$ cat src/rtl/mux4_rr_arbiter.sv
`default_nettype none
// ============================================================================
// Module   : mux4_rr_arbiter
// Function : Round-robin arbiter with per-grant hold limit for a 4:1 lane mux.
// Revision : 1.0
// ============================================================================
module mux4_rr_arbiter #(
  parameter int WIDTH    = 8,
  parameter int MAX_HOLD = 4,
  parameter int CNT_W    = 3
) (
  input  logic               clk,
  input  logic               reset_n,
  input  logic [3:0]         req,
  input  logic [4*WIDTH-1:0] in_data,
  input  logic               out_ready,
  output logic [3:0]         gnt,
  output logic [1:0]         sel,
  output logic [WIDTH-1:0]   out_data,
  output logic               out_valid
);

  typedef enum logic [0:0] {
    IDLE = 1'b0,
    BUSY = 1'b1
  } state_t;

  state_t           state_q, state_d;
  logic [3:0]       gnt_q, gnt_d;
  logic [1:0]       sel_q, sel_d;
  logic [1:0]       ptr_q, ptr_d;
  logic [CNT_W-1:0] hold_q, hold_d;

  logic       w_win_found;
  logic [1:0] w_win_idx;
  logic [1:0] w_cand;
  logic       w_xfer;
  logic       w_hold_last;
  logic       w_take_win;

  // Wrapping priority search starting at ptr; 2-bit addition wraps 3 -> 0.
  always_comb begin
    w_win_found = 1'b0;
    w_win_idx   = ptr_q;
    w_cand      = '0;
    for (int k = 0; k < 4; k++) begin
      w_cand = ptr_q + k[1:0];
      if (!w_win_found && req[w_cand]) begin
        w_win_found = 1'b1;
        w_win_idx   = w_cand;
      end
    end
  end

  assign out_valid   = |(gnt_q & req);
  assign w_xfer      = out_valid & out_ready;
  assign w_hold_last = (hold_q == CNT_W'(MAX_HOLD - 1));

  always_comb begin
    state_d    = state_q;
    gnt_d      = gnt_q;
    sel_d      = sel_q;
    ptr_d      = ptr_q;
    hold_d     = hold_q;
    w_take_win = 1'b0;
    case (state_q)
      IDLE: begin
        if (w_win_found) w_take_win = 1'b1;
      end
      BUSY: begin
        // Withdrawal is checked first so it overrides the hold limit.
        if (!req[sel_q]) begin
          if (w_win_found) begin
            w_take_win = 1'b1;
          end else begin
            state_d = IDLE;
            gnt_d   = '0;
            hold_d  = '0;
          end
        end else if (w_xfer) begin
          if (w_hold_last) w_take_win = 1'b1;
          else             hold_d     = hold_q + CNT_W'(1);
        end
      end
      default: begin
        state_d = IDLE;
        gnt_d   = '0;
        hold_d  = '0;
      end
    endcase
    if (w_take_win) begin
      state_d = BUSY;
      gnt_d   = 4'b0001 << w_win_idx;
      sel_d   = w_win_idx;
      ptr_d   = w_win_idx + 2'd1;
      hold_d  = '0;
    end
  end

  always_ff @(posedge clk or negedge reset_n) begin
    if (!reset_n) begin
      state_q <= IDLE;
      gnt_q   <= '0;
      sel_q   <= '0;
      ptr_q   <= '0;
      hold_q  <= '0;
    end else begin
      state_q <= state_d;
      gnt_q   <= gnt_d;
      sel_q   <= sel_d;
      ptr_q   <= ptr_d;
      hold_q  <= hold_d;
    end
  end

  assign gnt      = gnt_q;
  assign sel      = sel_q;
  assign out_data = in_data[sel_q*WIDTH +: WIDTH];

endmodule
`default_nettype wire

$ cat config.mk
export PLATFORM = sky130hd
export DESIGN_NAME = mux4_rr_arbiter
export DESIGN_NICKNAME = d
export VERILOG_FILES = /design/src/rtl/mux4_rr_arbiter.sv
export SDC_FILE = /design/constraint.sdc
export NUM_CORES = 1
export LEC_CHECK = 0
export ABC_CLOCK_PERIOD_IN_PS = 1900
export CORE_MARGIN = 1
export CORE_UTILIZATION = 39
export CTS_CLUSTER_DIAMETER = 50
export DETAILED_ROUTE_END_ITERATION = 12
export PLACE_DENSITY = 0.89
export SYNTH_ARGS = -nofsm -noshare
export SYNTH_HDL_FRONTEND = slang
export SYNTH_SLANG_ARGS = --single-unit
$ cat constraint.sdc
create_clock -name clk -period 1.9 [get_ports clk]
set_clock_uncertainty 0.05 [all_clocks]
set_input_delay 0.19 -clock clk [delete_from_list [all_inputs] [get_ports clk]]
set_output_delay 0.19 -clock clk [all_outputs]
set_load 0.1 [all_outputs]
==> qor.yml <==
status: "finished, final reports clean"
yosysMostFrequentCell: "dfrtp_1"
worst_path_largest_cell_delay_ns: 0.54
synth-seq-area-share_pct: 29.7
ys_types: 29
hpwlAfterDp_mm: 2.34
yosysTopAreaCell: "dfrtp_1"
path_class: "reg -> out"
final-max-slew-violation-count: 0
cap_violations: 0
grt_start_max_net_pins: 13
fill_cells: 175
fmax_ghz: 0.536
hp-class: "in -> async"
first_global_vias: 1009
placed_area_sq_um: 1730
setup_ws_ns: 0.0334
area_growth_syn_to_layout_pct: 77.0
nNetsFinal: 200
worstPathArrival_ns: 1.63
hold_viol: 0
relSlewSlack_pct: 61.0
die_h_microns: 52.9
wl_mm: 2.78
drc_errors: 0
yosysWarnings: 0
die_area_sq_um: 2800
setup_viol: 0
seqCellArea_sq_um: 313
cts_tree: "built"
htreeDepth: 1
insertion_delay_ns: 0.28
syn_area_per_cell_sq_um: 11.6
cts_hold_buf: 0
wire_per_inst_microns: 15.2
grt_pass1_wl_mm: 4.19
syn-num-nets: 132
gp_congestion: 0.857
numCtsBuffers: 3
drive_gt1_share_pct: 36.6
synthArstFlopShare_pct: 100
grt-ovfl-total: 0
place_ws_ns: -0.416
fp.coreArea_sq_um: 2450
min_period_ns: 1.87
clock_sinks: 12
worstMarginPinSlew_ns: 0.584
crit_fanout: 9
stdcell_count: 183
drt_iter0_drc: 16
cts_root_buffer: "clkbuf_4"
postLayoutCellArea_sq_um: 1790
syn-cell-area_sq_um: 1010
io_pins: 54
yosys-top-cells-count: "dfrtp_1 (12), inv_1 (11), mux2i_1 (8), mux4_1 (8), nand2_1 (8)"
start_kind: "flip-flop"
multi_input_area_sq_um: 619
grt_use_total_pct: 21.1
crit_family: "multiplexers"
ys_seq_elements: 12
antenna_found_initial: 0
end_kind: "primary output"
port_buffers: 53
synth.area.top_cells: "dfrtp_1 (30%), mux4_1 (21%), mux2i_1 (7.9%)"
antenna_cells: 0
vias: 999
slowest_stage: "mux4_2"
fin_setup_tns_ns: 0
synth-edff-count: 0
crit_buf_inv: 2
cts.clk_slew.worst_paths_ns: 0.08
num_rows: 18
postRouteAntennaNets: 0
syn-instance-count: 87
routed_via_density: 5.46
cp_cell_sequence: "buf_12 > mux4_2 > buf_12"
first_pass_iters: 4
post-route-period-util_pct: 98.2
post-synth-top-area-fraction_pct: 29.7
rsz0062_at_grt: "no"
placedCellCount: 179
required_ns: 1.66
start_util_pct: 41.1
synthFlopType: "dfrtp_1"
fp.dieW_microns: 52.9
worst_path_most_repeated_cell: "buf_12"
cts_buffer_depth: 2
per-stage QoR:
stage	util [%]	hold WS [ns]
floorplan	-	-0.156
global placement	70.6	0.418
detailed placement	70.6	0.431
CTS	72.4	0.239
global route	72.8	0.280
finish	72.8	0.222
layer usage:
| metal | part of all wire [%] | vias up | GRT usage [%] |
|---|---|---|---|
| met5 | 0 | - | 0 |
| met4 | 2.2 | 0 | 11.4 |
| met3 | 11 | 7 | 5.46 |
| met2 | 53 | 57 | 39.9 |
| met1 | 33 | 480 | 20.5 |
| li1 | - | 455 | - |
area by class of cell:
cell class                 count  area share [%]
timing repair buffer          67            42.2
sequential                    12            17.5
inverter                      11            2.31
multi-input combinational     60            34.7
clock buffer                   3            1.26
tap                           30            2.10
registers in the layout, indices dropped and copies added, names as in the netlist:
register,flops
state_q,1
ptr_q,2
hold_q,3
gnt,4
sel,2
cell families after synthesis:
kind of cell	count (synthesis)	synth area share, %
adders and majority gates	6	7.43
buffers and inverters	15	6.94
muxes	19	32.1
AOI/OAI and AO/OA	18	15.0
and+or+nand+nor	17	8.80
DFF	12	29.7
repair_timing:
item / in CTS / in global routing
pin swaps: 0 / 1
endpoints found under the setup margin: 12 / 6
gates resized for setup: 4 / 3
buffers inserted: 1 / 0
worst paths after layout:
check | cells after the start | from | slack [ns] | end
max | 3 | sel[0]$_DFFE_PN0P_ | 0.03 | out_data[7]
min | 1 | reset_n | 0.22 | hold_q[2]$_DFFE_PN0P_
max reg2reg | 5 | ptr_q[1]$_DFFE_PN0P_ | 0.10 | ptr_q[1]$_DFFE_PN0P_
min reg2reg | 1 | hold_q[0]$_DFFE_PN0P_ | 0.43 | hold_q[0]$_DFFE_PN0P_
max in group asynchronous | 1 | reset_n | 1.15 | sel[1]$_DFFE_PN0P_
min in group clk | 1 | hold_q[0]$_DFFE_PN0P_ | 0.43 | hold_q[0]$_DFFE_PN0P_
cell usage in the layout (no fill, tap or decap), drive strengths merged, types with 2 or more instances in the layout:
cell and instances:
or4 2, inv 11, ha 6, clkdlybuf4s50 36
buf 29, clkbuf 3, a22oi 2, o22ai 5
dlymetal6s2s 2, mux2 3, o21ai 2, nor2 2
nor2b 3, mux2i 8, mux4 8, dfrtp 12
a21oi 3, nand2 8
Power is left out: the tool's default activity adds up to more than one toggle a clock period on the data nets, which glitch-free logic cannot reach.
